--- src/rtl/uart_stream_arbiter_pkg.sv ---
// uart_stream_arbiter_pkg: state/grant encodings, ASCII constants and the echo-byte transform.
package uart_stream_arbiter_pkg;
  typedef enum logic [1:0] {IDLE, SEND, WAIT_ACK, WAIT_DONE} state_t;
  typedef enum logic {GRANT_ECHO, GRANT_MSG} grant_t;
  localparam logic [7:0] CR        = 8'h0D;
  localparam logic [7:0] LF        = 8'h0A;
  localparam logic [7:0] LC_A      = 8'h61;
  localparam logic [7:0] LC_Z      = 8'h7A;
  localparam logic [7:0] CASE_DIFF = 8'h20;
  function automatic logic [7:0] echo_xform(input logic [7:0] b, input logic upcase);
    return (upcase && b >= LC_A && b <= LC_Z) ? b - CASE_DIFF : b;
  endfunction
endpackage

--- src/rtl/uart_stream_arbiter_btn.sv ---
// btn_sync_edge: multi-flop synchroniser for a raw button level followed by a rising-edge detector.
module btn_sync_edge #(
  parameter int SYNC_STAGES = 2
) (
  input  logic CLK,
  input  logic RST_N,
  input  logic din,
  output logic rise
);
  logic [SYNC_STAGES-1:0] sync_q, sync_d;
  logic prev_q, prev_d;
  always_comb begin
    sync_d = {sync_q[SYNC_STAGES-2:0], din};
    prev_d = sync_q[SYNC_STAGES-1];
  end
  always_ff @(posedge CLK or negedge RST_N) begin
    if (!RST_N) begin
      sync_q <= '0;
      prev_q <= 1'b0;
    end else begin
      sync_q <= sync_d;
      prev_q <= prev_d;
    end
  end
  assign rise = sync_q[SYNC_STAGES-1] & ~prev_q;
endmodule

--- src/rtl/uart_stream_arbiter.sv ---
// uart_stream_arbiter: arbitrates FIFO echo bytes and a button-triggered message onto the TX send/ready handshake.
module uart_stream_arbiter
  import uart_stream_arbiter_pkg::*;
#(
  parameter int           MSG_LEN     = 8,
  parameter logic [127:0] MSG         = 128'h0241525459_0D0A03,
  parameter bit           FAIR        = 1'b1,
  parameter int           SYNC_STAGES = 2
) (
  input  logic       CLK,
  input  logic       RST_N,
  input  logic       btn,
  input  logic       cfg_upcase,
  input  logic       cfg_crlf,
  input  logic       fifo_empty,
  input  logic [7:0] fifo_rdata,
  output logic       fifo_rd,
  input  logic       tx_ready,
  output logic       tx_send,
  output logic [7:0] tx_data,
  output logic       busy,
  output logic       msg_active
);
  localparam logic [3:0] LAST_IDX = 4'(MSG_LEN - 1);
  state_t state_q, state_d;
  grant_t last_grant_q, last_grant_d;
  logic [7:0] tx_data_q, tx_data_d;
  logic [3:0] idx_q, idx_d;
  logic msg_pend_q, msg_pend_d, msg_active_q, msg_active_d, crlf_pend_q, crlf_pend_d;
  logic rise, pick_echo, grant_echo, grant_msg, done, more_msg;

  function automatic logic [7:0] msg_byte(input logic [3:0] i);
    return 8'(MSG >> (8 * (MSG_LEN - 1 - int'(i))));
  endfunction

  btn_sync_edge #(.SYNC_STAGES(SYNC_STAGES)) u_btn (
    .CLK  (CLK),
    .RST_N(RST_N),
    .din  (btn),
    .rise (rise)
  );

  always_ff @(posedge CLK or negedge RST_N) begin
    if (!RST_N) begin
      state_q      <= IDLE;
      last_grant_q <= GRANT_MSG;
      tx_data_q    <= '0;
      idx_q        <= '0;
      msg_pend_q   <= 1'b0;
      msg_active_q <= 1'b0;
      crlf_pend_q  <= 1'b0;
    end else begin
      state_q      <= state_d;
      last_grant_q <= last_grant_d;
      tx_data_q    <= tx_data_d;
      idx_q        <= idx_d;
      msg_pend_q   <= msg_pend_d;
      msg_active_q <= msg_active_d;
      crlf_pend_q  <= crlf_pend_d;
    end
  end

  // On a tie, round-robin hands the grant to whichever source did not win last time.
  always_comb begin
    pick_echo  = !fifo_empty && (!msg_pend_q || !FAIR || last_grant_q == GRANT_MSG);
    grant_echo = state_q == IDLE && tx_ready && pick_echo;
    grant_msg  = state_q == IDLE && tx_ready && msg_pend_q && !pick_echo;
    done       = state_q == WAIT_DONE && tx_ready;
    more_msg   = msg_active_q && idx_q < LAST_IDX;
    state_d    = state_q == IDLE     ? ((grant_echo || grant_msg) ? SEND : IDLE) :
                 state_q == SEND     ? WAIT_ACK :
                 state_q == WAIT_ACK ? (tx_ready ? WAIT_ACK : WAIT_DONE) :
                 !tx_ready ? WAIT_DONE : (more_msg || crlf_pend_q) ? SEND : IDLE;
  end

  always_comb begin
    tx_data_d    = grant_echo          ? echo_xform(fifo_rdata, cfg_upcase) :
                   grant_msg           ? msg_byte(4'd0) :
                   done && more_msg    ? msg_byte(idx_q + 4'd1) :
                   done && crlf_pend_q ? LF : tx_data_q;
    idx_d        = grant_msg ? 4'd0 : (done && more_msg) ? idx_q + 4'd1 : idx_q;
    crlf_pend_d  = grant_echo ? (cfg_crlf && fifo_rdata == CR) : (done && !more_msg) ? 1'b0 : crlf_pend_q;
    msg_active_d = grant_msg ? 1'b1 : (done && !more_msg && !crlf_pend_q) ? 1'b0 : msg_active_q;
    msg_pend_d   = grant_msg ? 1'b0 : (rise && !msg_active_q) ? 1'b1 : msg_pend_q;
    last_grant_d = grant_echo ? GRANT_ECHO : grant_msg ? GRANT_MSG : last_grant_q;
  end

  // The pop strobe is gated by reset so a held reset never consumes a FIFO byte.
  always_comb begin
    fifo_rd    = RST_N && grant_echo;
    tx_send    = state_q == SEND;
    busy       = state_q != IDLE;
    tx_data    = tx_data_q;
    msg_active = msg_active_q;
  end
endmodule

--- config.mk ---
export PLATFORM = sky130hd
export DESIGN_NAME = uart_stream_arbiter
export DESIGN_NICKNAME = d
export VERILOG_FILES = /design/src/rtl/uart_stream_arbiter_pkg.sv /design/src/rtl/uart_stream_arbiter_btn.sv /design/src/rtl/uart_stream_arbiter.sv
export SDC_FILE = /design/constraint.sdc
export NUM_CORES = 1
export LEC_CHECK = 0
export ABC_CLOCK_PERIOD_IN_PS = 1800
export BUFFER_PORTS_ARGS = -buffer_cell sky130_fd_sc_hd__buf_2
export CORE_MARGIN = 8
export CORE_UTILIZATION = 35
export DETAILED_ROUTE_END_ITERATION = 10
export SYNTH_ARGS = -nofsm -noshare
export SYNTH_HDL_FRONTEND = slang
export SYNTH_HIERARCHICAL = 1
export SYNTH_SLANG_ARGS = --single-unit
--- constraint.sdc ---
create_clock -name CLK -period 1.8 [get_ports CLK]
set_input_delay 0.27 -clock CLK [delete_from_list [all_inputs] [get_ports CLK]]
set_output_delay 0.27 -clock CLK [all_outputs]
set_load 0.005 [all_outputs]
==> reports/results.txt <==
Pre-antenna DRT Iters -> 4
CTS Buffer Depth -> 2
WL final -> 3130 µm
Asr flop ratio synth -> 100%
Clock skew -> 4.60 ps
Number of diodes -> 0
Tmin final -> 1830 ps
Ports -> 27
Die width -> 74.5 µm
TritonCTS clock tree -> built
Largest stage delay, worst path -> 430 ps
Final GP Congestion -> 0.807
Row count -> 21
Post-synth top flop -> dfrtp_1
Yosys reg bits -> 21
Clock Pin Slew Worst Setup and Hold Paths -> 100 ps
Number of enable flip-flop cells after synthesis -> 0
Area growth, synth to finish -> 31.2%
Mapped cell area -> 1200 µm²
Hold Slack -> 69.1 ps
Syn Area/Cell -> 9.80 µm²
PwrDens -> 1370 nW/µm²
Dpl cell area -> 1460 µm²
Hold Violations, Final -> 0
Vias -> 1110
Final Total Pwr -> 2.15 mW
Count leader, synth -> dfrtp_1
WS Path Type -> flip-flop to output port
Post-synth cell types -> 46
R2R setup slack -> 20 ps
Die Y -> 74.5 µm
First-pass GRT wire length -> 5100 µm
1st-iter DRT viols -> 56
Initial Util -> 36.1%
Hpwl dp -> 2370 µm
Critical Path Start Type -> flip-flop
WHS Path Cells -> 1
Worst min path class -> input pin to flip-flop
Initial antenna violation count -> 0
Top layer in use -> met4
Crit path cell chain -> or3b_4, nor3_4, and2_4, buf_6
Metal-1 WL -> 1350 µm
Worst EP arrival -> 1560 ps
Tcrit/Tclk final -> 102%
Status -> finished, violations left
Post-route ant nets -> 0
CTS H-tree depth -> 1
DIE AREA -> 5540 µm²
Synthesized Nets -> 139
Core ar. -> 3310 µm²
Max_cap viols -> 0
Slowest stage cell, crit path -> or3b_4
Worst VDD drop -> 0.694 mV
Cells after Synth -> 122
Via/cell ratio -> 5.31
Setup Viol. Count Final -> 1
Buffers on Ports -> 26
Peak Freq -> 0.545 GHz
Vias in the first global route -> 1101
Slew Viols, Final -> 0
Top cell type by total area after synthesis -> dfrtp_1
CTS sink count -> 21
Gr usage total -> 11.9%
Detailed-route DRC error count -> 0
Slew margin rel. -> 66.2%
Fin Setup TNS -> -34.0 ps
FF-to-FF End -> tx_data[1]
Yosys warnings -> 6
Fin cells -> 209
Worst hold start -> btn
Overflow after GRT -> 0
DR WL/cell -> 15.0 µm
Largest net degree at the start of global routing -> 22
RSZ-0062 raised after global routing -> yes
Share of layout cells above drive strength 1 -> 37.4%
Final instance area -> 1570 µm²
Leading post-synthesis cells by cell area -> dfrtp_1 42%, a221o_1 4.2%, nor2_1 3.8%, inv_1 2.8%, a21oi_1 2.5%
Worst reg2reg path depth -> 4
Dpl cells -> 202
Clk_lat worst skew -> 300 ps
Worst-Margin Slew -> 507 ps
Pleak -> 0.768 nW
Worst setup EP type -> output port
Fin worst setup slack -> -34.0 ps
FF-to-FF Start -> state_q[0]
Failing checks -> setup timing
Share of the yosys chip area belonging to registers -> 44.0%
Synth top area share -> 41.8%
Worst-path maximum fanout -> 3
WL met3 -> 295 µm
CTS Buf Count -> 3
Clock Tree Root -> clkbuf_4
WP data required -> 1530 ps
Routed met2 length -> 1450 µm
Hold Path End -> u_btn/sync_q[0]
Top cells by count, synth -> 20 x dfrtp_1, 12 x nor2_1, 9 x inv_1
Nets -> 181
where the power goes:
| group | internal [mW] | total, mW | switching [mW] |
|---|---|---|---|
| clock network | 0.0865 | 0.220 | 0.133 |
| registers | 0.629 | 0.756 | 0.127 |
| logic | 0.589 | 1.17 | 0.585 |
| total | 1.30 | 2.15 | 0.845 |
through the flow:
step	utilization (%)	setup slack (ps)
2_1_floorplan	-	26.3
3_3_place_gp	44.2	66.6
3_5_place_dp	44.2	6.49
4_1_cts	45.4	-36.6
5_1_grt	47.4	-140
6_report	47.4	-34.0
kinds of logic (layout without fill, tap and decap cells):
kind of cell | Yosys count | in the layout | share of synthesized area (%)
simple gates | 43 | 43 | 20.6
compound gates | 34 | 34 | 22.1
flops | 21 | 21 | 44.0
buf+inv | 14 | 55 | 4.71
mux | 4 | 4 | 3.45
fa+ha+maj | 3 | 3 | 2.93
xor+xnor | 3 | 3 | 2.20
worst max-delay path, delay by kind of cell, from the launching register on:
kind,cells,cell delay (ps)
buf+inv,1,80
flops,1,400
simple gates,3,790
state kept, by name, indices dropped and copies added, names as in the netlist:
name	count
crlf_pend_q	1
idx_q	4
last_grant_q	1
msg_active	1
msg_pend_q	1
state_q	2
tx_data	8
u_btn/prev_q	1
u_btn/sync_q	2
timing repair:
item / CTS / global route
setup endpoints to repair: 2 / 8
setup buffers: 0 / 2
pin swaps: 0 / 2
hold buffers: 1 / 0
gates resized for setup: 1 / 11
endpoints found under the hold margin: 20 / 0
cells in the final DEF, fill, tap and decap left out, types with 2 or more instances in the layout:
cell type / count
nor2_1: 12
inv_1: 9
dfrtp_1: 20
ha_1: 2
clkbuf_4: 3
nand3_1: 2
a21boi_0: 2
buf_4: 15
nor3_1: 4
a21oi_1: 6
buf_2: 25
a221o_1: 5
nor2b_1: 4
nand2_1: 3
o21ai_0: 5
a21o_1: 2
mux2i_1: 3
and3_1: 3
how the worst max path moves through the flow:
| stage | start | end | slack (ps) | depth (start not counted) |
|---|---|---|---|---|
| after global routing | state_q[0] | fifo_rd | -140 | 4 |
| after detailed placement | idx_q[0] | tx_data[6] | 6 | 5 |
| after global placement | idx_q[0] | tx_data[6] | 70 | 5 |
| after CTS | state_q[1] | fifo_rd | -40 | 4 |
| final | state_q[0] | fifo_rd | -30 | 4 |
| after floorplan | idx_q[1] | tx_data[1] | 30 | 6 |
layer usage:
| metal | up-vias | track usage, % |
|---|---|---|
| met4 | 0 | 4.13 |
| met2 | 39 | 18.2 |
| met3 | 4 | 4.72 |
| met5 | - | 0 |
| li1 | 529 | - |
| met1 | 538 | 14.6 |
area by class of cell:
cell class | count | area [µm²]
well taps | 46 | 57.6
repair buffers | 42 | 259
inverters | 9 | 33.8
multi-input cells | 87 | 666
clock buffers | 4 | 26.3
fillers | 329 | 1740
flip-flops and latches | 21 | 527
Power figures use the tool's default switching activity.
